### src/rtl/prim_arbiter_wrr_pkg.sv
// Shared types and helpers for the weighted round-robin burst arbiter.
package prim_arbiter_wrr_pkg;

  typedef enum logic {
    WrrIdle,
    WrrLock
  } wrr_state_e;

  // A zero weight still grants one burst per turn.
  function automatic logic [15:0] wrr_weight_eff(
    input logic [15:0] w
  );
    return (w == '0) ? 16'd1 : w;
  endfunction

endpackage

### src/rtl/prim_arbiter_wrr_pick.sv
// Rotating-priority picker: first request at or after ptr_i, wrapping at N.
module prim_arbiter_wrr_pick #(
  parameter int N = 4,
  localparam int IdxW = $clog2(N)
) (
  input  logic [N-1:0]    req_i,
  input  logic [IdxW-1:0] ptr_i,
  output logic [N-1:0]    onehot_o,
  output logic [IdxW-1:0] idx_o,
  output logic            any_o
);

  logic [2*N-1:0] dreq;
  logic [2*N-2:0] ppc;
  logic [2*N-1:0] doh;

  // Upper copy of req covers the wrapped part of the scan.
  always_comb begin
    dreq = {req_i, req_i} & ({(2*N){1'b1}} << ptr_i);
    ppc[0] = dreq[0];
    for (int k = 1; k < 2*N-1; k++) begin
      ppc[k] = ppc[k-1] | dreq[k];
    end
    doh[0] = dreq[0];
    for (int k = 1; k < 2*N; k++) begin
      doh[k] = dreq[k] & ~ppc[k-1];
    end
    onehot_o = doh[N-1:0] | doh[2*N-1:N];
    idx_o = '0;
    for (int i = 0; i < N; i++) begin
      if (onehot_o[i]) idx_o = IdxW'(i);
    end
    any_o = |req_i;
  end

endmodule

### src/rtl/prim_arbiter_wrr_lock.sv
// N:1 weighted round-robin arbiter that holds the grant for a whole burst.
module prim_arbiter_wrr_lock
  import prim_arbiter_wrr_pkg::*;
#(
  parameter int N = 4,
  parameter int DW = 32,
  parameter int WeightW = 4,
  parameter bit EnDataPort = 1'b1,
  localparam int IdxW = $clog2(N)
) (
  input  logic                 clk_i,
  input  logic                 rst_i,
  input  logic [N-1:0]         req_i,
  input  logic [N-1:0]         last_i,
  input  logic [N-1:0][DW-1:0] data_i,
  input  logic [N*WeightW-1:0] weight_i,
  output logic [N-1:0]         gnt_o,
  output logic [IdxW-1:0]      idx_o,
  output logic                 valid_o,
  output logic [DW-1:0]        data_o,
  input  logic                 ready_i,
  output logic                 locked_o
);

  wrr_state_e state_q, state_d;
  logic [IdxW-1:0] ptr_q, ptr_d;
  logic [IdxW-1:0] owner_q, owner_d;
  logic [WeightW-1:0] cnt_q, cnt_d;

  logic [N-1:0] pick_oh;
  logic [IdxW-1:0] pick_idx;
  logic pick_any;

  logic [IdxW-1:0] idx;
  logic valid, accept, done;
  logic [WeightW:0] inc;
  logic [WeightW-1:0] c, w;

  prim_arbiter_wrr_pick #(
    .N(N)
  ) u_pick (
    .req_i   (req_i),
    .ptr_i   (ptr_q),
    .onehot_o(pick_oh),
    .idx_o   (pick_idx),
    .any_o   (pick_any)
  );

  always_comb begin
    state_d = state_q;
    owner_d = owner_q;
    ptr_d   = ptr_q;
    cnt_d   = cnt_q;
    gnt_o   = '0;
    idx     = pick_idx;
    valid   = pick_any;
    if (state_q == WrrLock) begin
      idx   = owner_q;
      valid = req_i[owner_q];
    end
    accept = valid & ready_i;
    done   = accept & last_i[idx];
    if (accept) begin
      gnt_o = (state_q == WrrLock) ? (N'(1) << owner_q) : pick_oh;
    end

    unique case (state_q)
      WrrIdle: begin
        if (valid && !done) begin
          state_d = WrrLock;
          owner_d = idx;
        end
      end
      WrrLock: begin
        if (done) state_d = WrrIdle;
      end
      default: state_d = WrrIdle;
    endcase

    // Credit: consecutive bursts by the pointer holder accumulate.
    inc = {1'b0, cnt_q} + (WeightW+1)'(1);
    if (idx == ptr_q) begin
      c = inc[WeightW] ? '1 : inc[WeightW-1:0];
    end else begin
      c = WeightW'(1);
    end
    w = WeightW'(wrr_weight_eff(16'(weight_i[idx*WeightW +: WeightW])));
    if (done) begin
      if (c >= w) begin
        ptr_d = (idx == IdxW'(N-1)) ? '0 : idx + IdxW'(1);
        cnt_d = '0;
      end else begin
        ptr_d = idx;
        cnt_d = c;
      end
    end
  end

  always_ff @(posedge clk_i) begin
    if (rst_i) begin
      state_q <= WrrIdle;
      ptr_q   <= '0;
      cnt_q   <= '0;
      owner_q <= '0;
    end else begin
      state_q <= state_d;
      ptr_q   <= ptr_d;
      cnt_q   <= cnt_d;
      owner_q <= owner_d;
    end
  end

  assign idx_o    = idx;
  assign valid_o  = valid;
  assign locked_o = (state_q == WrrLock);

  if (EnDataPort) begin : g_data
    assign data_o = data_i[idx];
  end else begin : g_nodata
    assign data_o = '1;
  end

`ifndef SYNTHESIS
  a_gnt_onehot: assert property (
    @(posedge clk_i) disable iff (rst_i) $onehot0(gnt_o));
  a_gnt_hs: assert property (
    @(posedge clk_i) disable iff (rst_i)
    (|gnt_o) |-> (ready_i && valid_o));
  a_lock_stable: assert property (
    @(posedge clk_i) disable iff (rst_i)
    (locked_o && !done) |=> $stable(idx_o));
  a_req_src: assert property (
    @(posedge clk_i) disable iff (rst_i)
    (valid_o && ready_i) |-> req_i[idx_o]);
  // Owner must keep requesting until its last beat is taken.
  a_owner_req: assert property (
    @(posedge clk_i) disable iff (rst_i)
    locked_o |-> req_i[owner_q]);
`endif

endmodule

### config.mk
export PLATFORM = sky130hd
export DESIGN_NAME = prim_arbiter_wrr_lock
export DESIGN_NICKNAME = d
export VERILOG_FILES = /design/src/rtl/prim_arbiter_wrr_pkg.sv /design/src/rtl/prim_arbiter_wrr_pick.sv /design/src/rtl/prim_arbiter_wrr_lock.sv
export SDC_FILE = /design/constraint.sdc
export NUM_CORES = 1
export LEC_CHECK = 0
export BUFFER_PORTS_ARGS = -buffer_cell sky130_fd_sc_hd__buf_4
export CAP_MARGIN = 20
export CORE_AREA = 10 10 83 85
export CTS_BUF_LIST = sky130_fd_sc_hd__clkbuf_4 sky130_fd_sc_hd__clkbuf_8 sky130_fd_sc_hd__clkbuf_16
export DETAILED_ROUTE_END_ITERATION = 10
export DIE_AREA = 0 0 93 95
export PLACE_DENSITY = 0.83
export SYNTH_ARGS = -nofsm -noshare
export SYNTH_HDL_FRONTEND = slang
export SYNTH_HIERARCHICAL = 1
export SYNTH_SLANG_ARGS = --single-unit
### constraint.sdc
create_clock -name clk_i -period 7.74 [get_ports clk_i]
set_input_delay 0.774 -clock clk_i [delete_from_list [all_inputs] [get_ports clk_i]]
set_output_delay 0.774 -clock clk_i [all_outputs]
set_load 0.02 [all_outputs]
==> summary.txt, run 1 <==
STA
  – Total Neg Setup Slack: 0 ns
  – Worst setup margin: 3.12 ns
  – RSZ-0062 raised after global routing: no
  – Clk_skew: 0.00104 ns
  – Slew headroom: 0.408
  – Period minus WS final: 4.62 ns
  – Final critical-path share of the clock period: 0.597
  – Finish-stage setup viols: 0
  – Slew Viols, Final: 0
  – Final hold vios: 0
  – Slew @ Worst Pin: 0.888 ns
  – Max frequency: 216 MHz

Clock tree
  – Post-CTS Resized: 0
  – Postcts setup bufs: 0
  – H-tree Lvls: 1
  – CTS buffer count: 3
  – Clock Path Buffers: 2
  – Worst skew pair latency: 0.24 ns
  – CTS sink count: 9
  – CTS hold repair buffers: 0
  – Clock transition at path regs: 0.04 ns
  – CTS tree: built
  – Root Buffer: clkbuf_8

Logic synthesis
  – Top post-synthesis cells by area: nand2_1 (25%), a31oi_1 (9.8%), and3_1 (9.5%)
  – Synth top area share: 0.246
  – Post-Syn Area: 2110 um^2
  – Synth Register Bits: 9
  – Ys flop type: dfxtp_1
  – EDFF count, synth: 0
  – Cell taking the most area after synthesis: nand2_1
  – Syn Nets: 519
  – Syn. warnings: 6
  – Synth unique cells: 51
  – Count leader, synth: nand2_1
  – Synth cell count leaders: nand2_1 (138), a31oi_1 (33), and3_1 (32)
  – Syn Inst Count: 359
  – Asr flop ratio synth: 0
  – Post-synthesis sequential area ratio: 0.0855
  – Avg Inst Size Synth: 5.87 um^2

Place
  – Buffers on Ports: 194
  – GP Congestion: 0.934
  – Pre-CTS setup slack: 2.96 ns
  – Placed Cells incl. Taps: 598
  – Post-DP HPWL: 8740 um

Power and ir drop
  – P_sw: 245 uW
  – Sequential Power Share: 0.114
  – Worst VDD drop: 0.154 mV
  – Design Power: 516 uW
  – Clock power share: 0.114
  – Comb power frac: 0.772
  – Pint: 271 uW
  – LEAKAGE: 0.00191 uW
  – Switching Fraction: 0.475
  – PD cells: 143 nW/um^2

Cells and area
  – Share of cells above drive strength 1: 0.408
  – Final core utilization: 0.674
  – Area delta synth->final: 70.8%
  – Storage element area: 180 um^2
  – Post-route insts no fill: 602
  – Area taken by multi-input logic gates: 1780 um^2
  – Ant. Diodes: 0
  – Fill count: 488
  – Fin nets: 691

GRT
  – First-pass GRT wire length: 15900 um
  – Total global routing overflow: 0
  – Number of global-route vias before repair: 2990
  – Antenna violations before repair: 0
  – GRT Total Usage: 0.215
  – Largest net degree at the start of global routing: 81

Floorplan
  – Die Footprint: 8840 um^2
  – Chip width: 93 um
  – Initial Utilization: 0.395
  – Core Area: 5340 um^2
  – Row cnt: 27
  – Boundary Pins: 195
  – Chip Height: 95 um

Worst hold path
  – Worst hold path class: reg2reg

Drt
  – Drt total wl: 10700 um
  – Vias per inst: 5.33
  – DRC violations left: 0
  – Initial drt markers: 173
  – Routed Antenna Nets: 0
  – Average wire per standard cell: 17.8 um
  – Drt first pass iters: 5
  – Via count: 3208

Run
  – Max-cap viol count: 0

Setup path
  – Crit. End Element: register
  – CP Max Fanout: 80
  – CP Data Required Time: 7.87 ns
  – CP Class: reg2reg
  – Arr. time, crit path: 4.75 ns
  – Startpoint Class: register

Run status
  – Status: finished, final reports clean
[logic make-up after synthesis]
logic type	synth area share
flops	0.0855
simple gates	0.450
mux	0.112
buf+inv	0.0784
compound gates	0.232
fa+ha+maj	0.0297
xor+xnor	0.0125
[placed cells by master (no fill, tap or decap), types with 2 or more instances in the layout]
master / synthesis / final
mux2i_4: 0 / 2
nor2b_1: 4 / 4
ha_1: 5 / 5
mux2i_1: 14 / 14
nand2b_1: 4 / 4
a2111oi_2: 2 / 2
nor3_1: 3 / 3
nor2_1: 16 / 16
inv_1: 6 / 6
nand2_1: 138 / 138
nand3_1: 4 / 4
buf_4: 1 / 196
nand3b_1: 3 / 3
a21o_1: 2 / 2
o21ai_0: 6 / 6
clkbuf_8: 0 / 3
mux2_2: 4 / 4
o221a_2: 2 / 2
dfxtp_1: 9 / 9
nand4_1: 3 / 3
o21ai_1: 2 / 2
xnor2_1: 3 / 3
a31oi_1: 33 / 33
and3_1: 32 / 32
a21oi_1: 11 / 11
[power groups by stage]
stage,Clock (uW),Sequential [uW],Combinational (uW)
finish,58.7,59.0,398
global route,61.1,59.8,430
CTS,59.8,59.0,400
detailed placement,0,59.8,399
global placement,0,59.5,390
floorplan,0,55.8,235
[registers in the layout, summed over array words and instances, names as in the netlist]
register / flops
locked_o: 1
ptr_q: 2
owner_q: 2
cnt_q: 4
[final cells by class]
class | count | share of cell area
multi-input combinational | 314 | 0.494
tap | 72 | 0.0250
timing repair buffer | 196 | 0.409
clock buffer | 4 | 0.0136
inverter | 7 | 0.00800
sequential | 9 | 0.0501
[layer usage]
metal  up-vias  GRT usage  wire length [um]
met2       138      0.391              5640
met1      1465      0.261              4000
met5         -          0                 0
li1       1598          -                 -
met3         7     0.0397               993
met4         0     0.0334                71
[stage by stage]
step	hold slack (ns)	area, um^2
2_1_floorplan	0.446	2110
3_3_place_gp	0.472	3550
3_5_place_dp	0.474	3550
4_1_cts	0.497	3600
5_1_grt	0.533	3600
6_report	0.496	3600
[worst max-delay path, cell delays in order (launching register included)]
cell	delay [ns]
dfxtp_1	0.59
mux2i_1	0.27
nor2_1	0.06
a311oi_1	0.41
mux2i_4	0.10
buf_4	0.34
inv_4	0.66
mux2i_1	0.19
mux2_2	0.31
nand3_1	0.08
o211ai_1	0.10
ha_1	0.30
nor2b_1	0.04
o21ai_0	0.42
a21oi_1	0.19
xnor2_1	0.15
a31o_1	0.24
[final timing paths]
path         endpoint     start  depth (start not counted)  slack [ns]
min reg2reg  cnt_q[1]  cnt_q[1]                          2        0.50
max          ptr_q[0]  ptr_q[1]                         16        3.12
min          cnt_q[1]  cnt_q[1]                          2        0.50
max reg2reg  ptr_q[0]  ptr_q[1]                         16        3.12
Note: power is estimated with default switching activity, not from simulation.
==> inputs of run 2 (changes only) <==
CORE_AREA = 10 10 90 92   (was 10 10 83 85)
DIE_AREA = 0 0 100 102   (was 0 0 93 95)
PLACE_DENSITY = 0.73   (was 0.83)
clock period = 3.7 ns   (was 7.74 ns; I/O delays follow)
==> run 2 against run 1 <==
Compared with the run above: sequential power grew 110%; worst hold slack lost 0.11 ns; non-clock buffer count grew 6; sequential share of layout area shrank 0.070 points; combinational power grew 110%; die area grew 15%; global-route usage shrank 2.9 points; clock power grew 110%; sequential cell count is the same; critical path type unchanged; critical endpoint is now cnt_q[1]; largest cell class unchanged.
==> summary.txt, run 2 (same netlist as run 1, synthesis figures left out) <==
Setup path
  – Crit. End Element: register
  – Crit path max-delay cell type: a2111oi_2
  – Startpoint Class: register
  – CP Cell Sequence: buf_4 > a21oi_1 > o21ai_0 > o2bb2a_1 > mux2i_4 > xnor2_1 > or2_2 > nor2_1 > ha_1 > a21oi_1 > o21ai_0 > a2111oi_2 > nand4_1 > o21ai_1
  – CP Data Required Time: 3.86 ns (-4.01 ns)
  – Buf/Inv on CP: 1 (-1)
  – Arr. time, crit path: 3.62 ns (-1.13 ns)
  – CP top delay family: compound AO/OA/AOI/OAI gates
  – CP Max Fanout: 10 (-88%)
  – CP Class: reg2reg
  – Max stage delay on crit path: 0.52 ns (-0.14 ns)

Place
  – GP Congestion: 0.860 (-7.8%)
  – Post-DP HPWL: 8760 um (+0.15%)
  – Buffers on Ports: 194 (unchanged)

Clock tree
  – Clock transition at path regs: 0.05 ns (about the same)
  – Root Buffer: clkbuf_8
  – CTS sink count: 9 (unchanged)
  – Worst skew pair latency: 0.24 ns (about the same)
  – CTS hold repair buffers: 0 (unchanged)
  – Clock Path Buffers: 2 (unchanged)
  – Post-CTS Resized: 0 (unchanged)
  – CTS tree: built
  – CTS buffer count: 3 (unchanged)
  – H-tree Lvls: 1 (unchanged)
  – Postcts setup bufs: 0 (unchanged)

Cells and area
  – Commonest non-fill, non-tap cell in the layout: buf_4
  – Final core utilization: 0.581 (-0.0927)
  – Ant. Diodes: 0 (unchanged)
  – Storage element area: 180 um^2 (unchanged)
  – Area taken by multi-input logic gates: 1780 um^2 (unchanged)
  – Biggest regs: cnt_q: 4 flops, owner_q: 2 flops, ptr_q: 2 flops
  – Max reg flops: 4 (unchanged)
  – Commonest non-fill, non-tap cells in the layout: buf_4 (202), nand2_1 (138), a31oi_1 (33)
  – Fin nets: 697 (+0.87%)
  – Share of cells above drive strength 1: 0.414 (+0.00663)
  – Largest reg by FF count: cnt_q
  – Fill count: 614 (+26%)
  – Area delta synth->final: 73.2%

Floorplan
  – Chip Height: 102 um (+7.4%)
  – Boundary Pins: 195 (unchanged)
  – Chip width: 100 um (+7.5%)
  – Row cnt: 29 (+7.4%)
  – Core Area: 6280 um^2 (+18%)
  – Die Footprint: 10200 um^2 (+15%)
  – Initial Utilization: 0.336 (-0.0591)

Worst hold path
  – Worst hold path class: in2reg

Power and ir drop
  – PD cells: 299 nW/um^2 (+110%)
  – LEAKAGE: 0.00194 uW (+1.6%)
  – Worst VDD drop: 0.275 mV (+79%)

STA
  – Clk_skew: 0.00607 ns (+0.00502 ns)
  – Max frequency: 289 MHz (+34%)
  – Period minus WS final: 3.46 ns (-1.17 ns)
  – Slew @ Worst Pin: 0.552 ns (-0.336 ns)
  – RSZ-0062 raised after global routing: no
  – Slew Viols, Final: 0 (unchanged)
  – Total Neg Setup Slack: 0 ns (unchanged)
  – Final hold vios: 0 (unchanged)
  – Finish-stage setup viols: 0 (unchanged)
  – Final critical-path share of the clock period: 0.934 (+0.337)
  – Slew headroom: 0.622 (+0.214)

GRT
  – Largest net degree at the start of global routing: 45 (-44%)
  – Antenna violations before repair: 0 (unchanged)
  – GRT Total Usage: 0.186 (-0.0290)
  – First-pass GRT wire length: 15900 um (+0.40%)
  – Number of global-route vias before repair: 3044 (+1.8%)
  – Total global routing overflow: 0 (unchanged)

Run status
  – Status: finished, final reports clean

Drt
  – Average wire per standard cell: 17.7 um (-0.37%)
  – Drt total wl: 10900 um (+1.4%)
  – Via count: 3159 (-1.5%)
  – Initial drt markers: 139 (-20%)
  – DRC violations left: 0 (unchanged)
  – Vias per inst: 5.15 (-3.3%)
  – Drt first pass iters: 4 (-1)
  – Routed Antenna Nets: 0 (unchanged)

Run
  – Max-cap viol count: 0 (unchanged)
## run 2: cell type report
class                           instances  area share
Multi-Input combinational cell        314       0.487
Timing Repair Buffer                  202       0.415
Sequential cell                         9      0.0494
Inverter                                7     0.00788
Tap cell                               77      0.0264
Clock buffer                            4      0.0134
## run 2: worst reg2reg max path: stages, from the launching register on
cell	delay (ns)
dfxtp_1	0.41
buf_4	0.20
a21oi_1	0.07
o21ai_0	0.14
o2bb2a_1	0.26
mux2i_4	0.31
xnor2_1	0.21
or2_2	0.32
nor2_1	0.13
ha_1	0.26
a21oi_1	0.12
o21ai_0	0.20
a2111oi_2	0.52
nand4_1	0.13
o21ai_1	0.10
## run 2: final timing paths
check	to	slack, ns	startpoint	cells after the start
hold / removal	ptr_q[1]	0.39	rst_i	2
setup reg to reg	cnt_q[1]	0.24	ptr_q[1]	14
setup / recovery	cnt_q[1]	0.24	ptr_q[1]	14
hold reg to reg	cnt_q[1]	0.48	cnt_q[1]	2
## run 2: per-stage QoR
step | hold slack (ns) | setup WS, ns | instance area (um^2) | cells | power [uW]
final | 0.387 | 0.244 | 3650 | 613 | 1090
after global routing | 0.397 | 0.00848 | 3650 | 613 | 1170
after CTS | 0.380 | 0.292 | 3650 | 613 | 1100
after detailed placement | 0.471 | 0.283 | 3600 | 609 | 972
after global placement | 0.462 | 0.344 | 3600 | 609 | 961
after floorplan | 0.446 | 0.425 | 2110 | 359 | 609
## run 2: per-layer routing
metal	wire length (um)	track usage	vias to the layer above
li1	-	-	1605
met3	1040	0.0472	12
met4	138	0.0380	0
met1	4200	0.208	1408
met2	5480	0.348	134
met5	0	0	-
## run 2: where the power goes
group          internal, uW  switching (uW)
registers               105            16.5
clock network          82.4            39.4
logic                   390             459
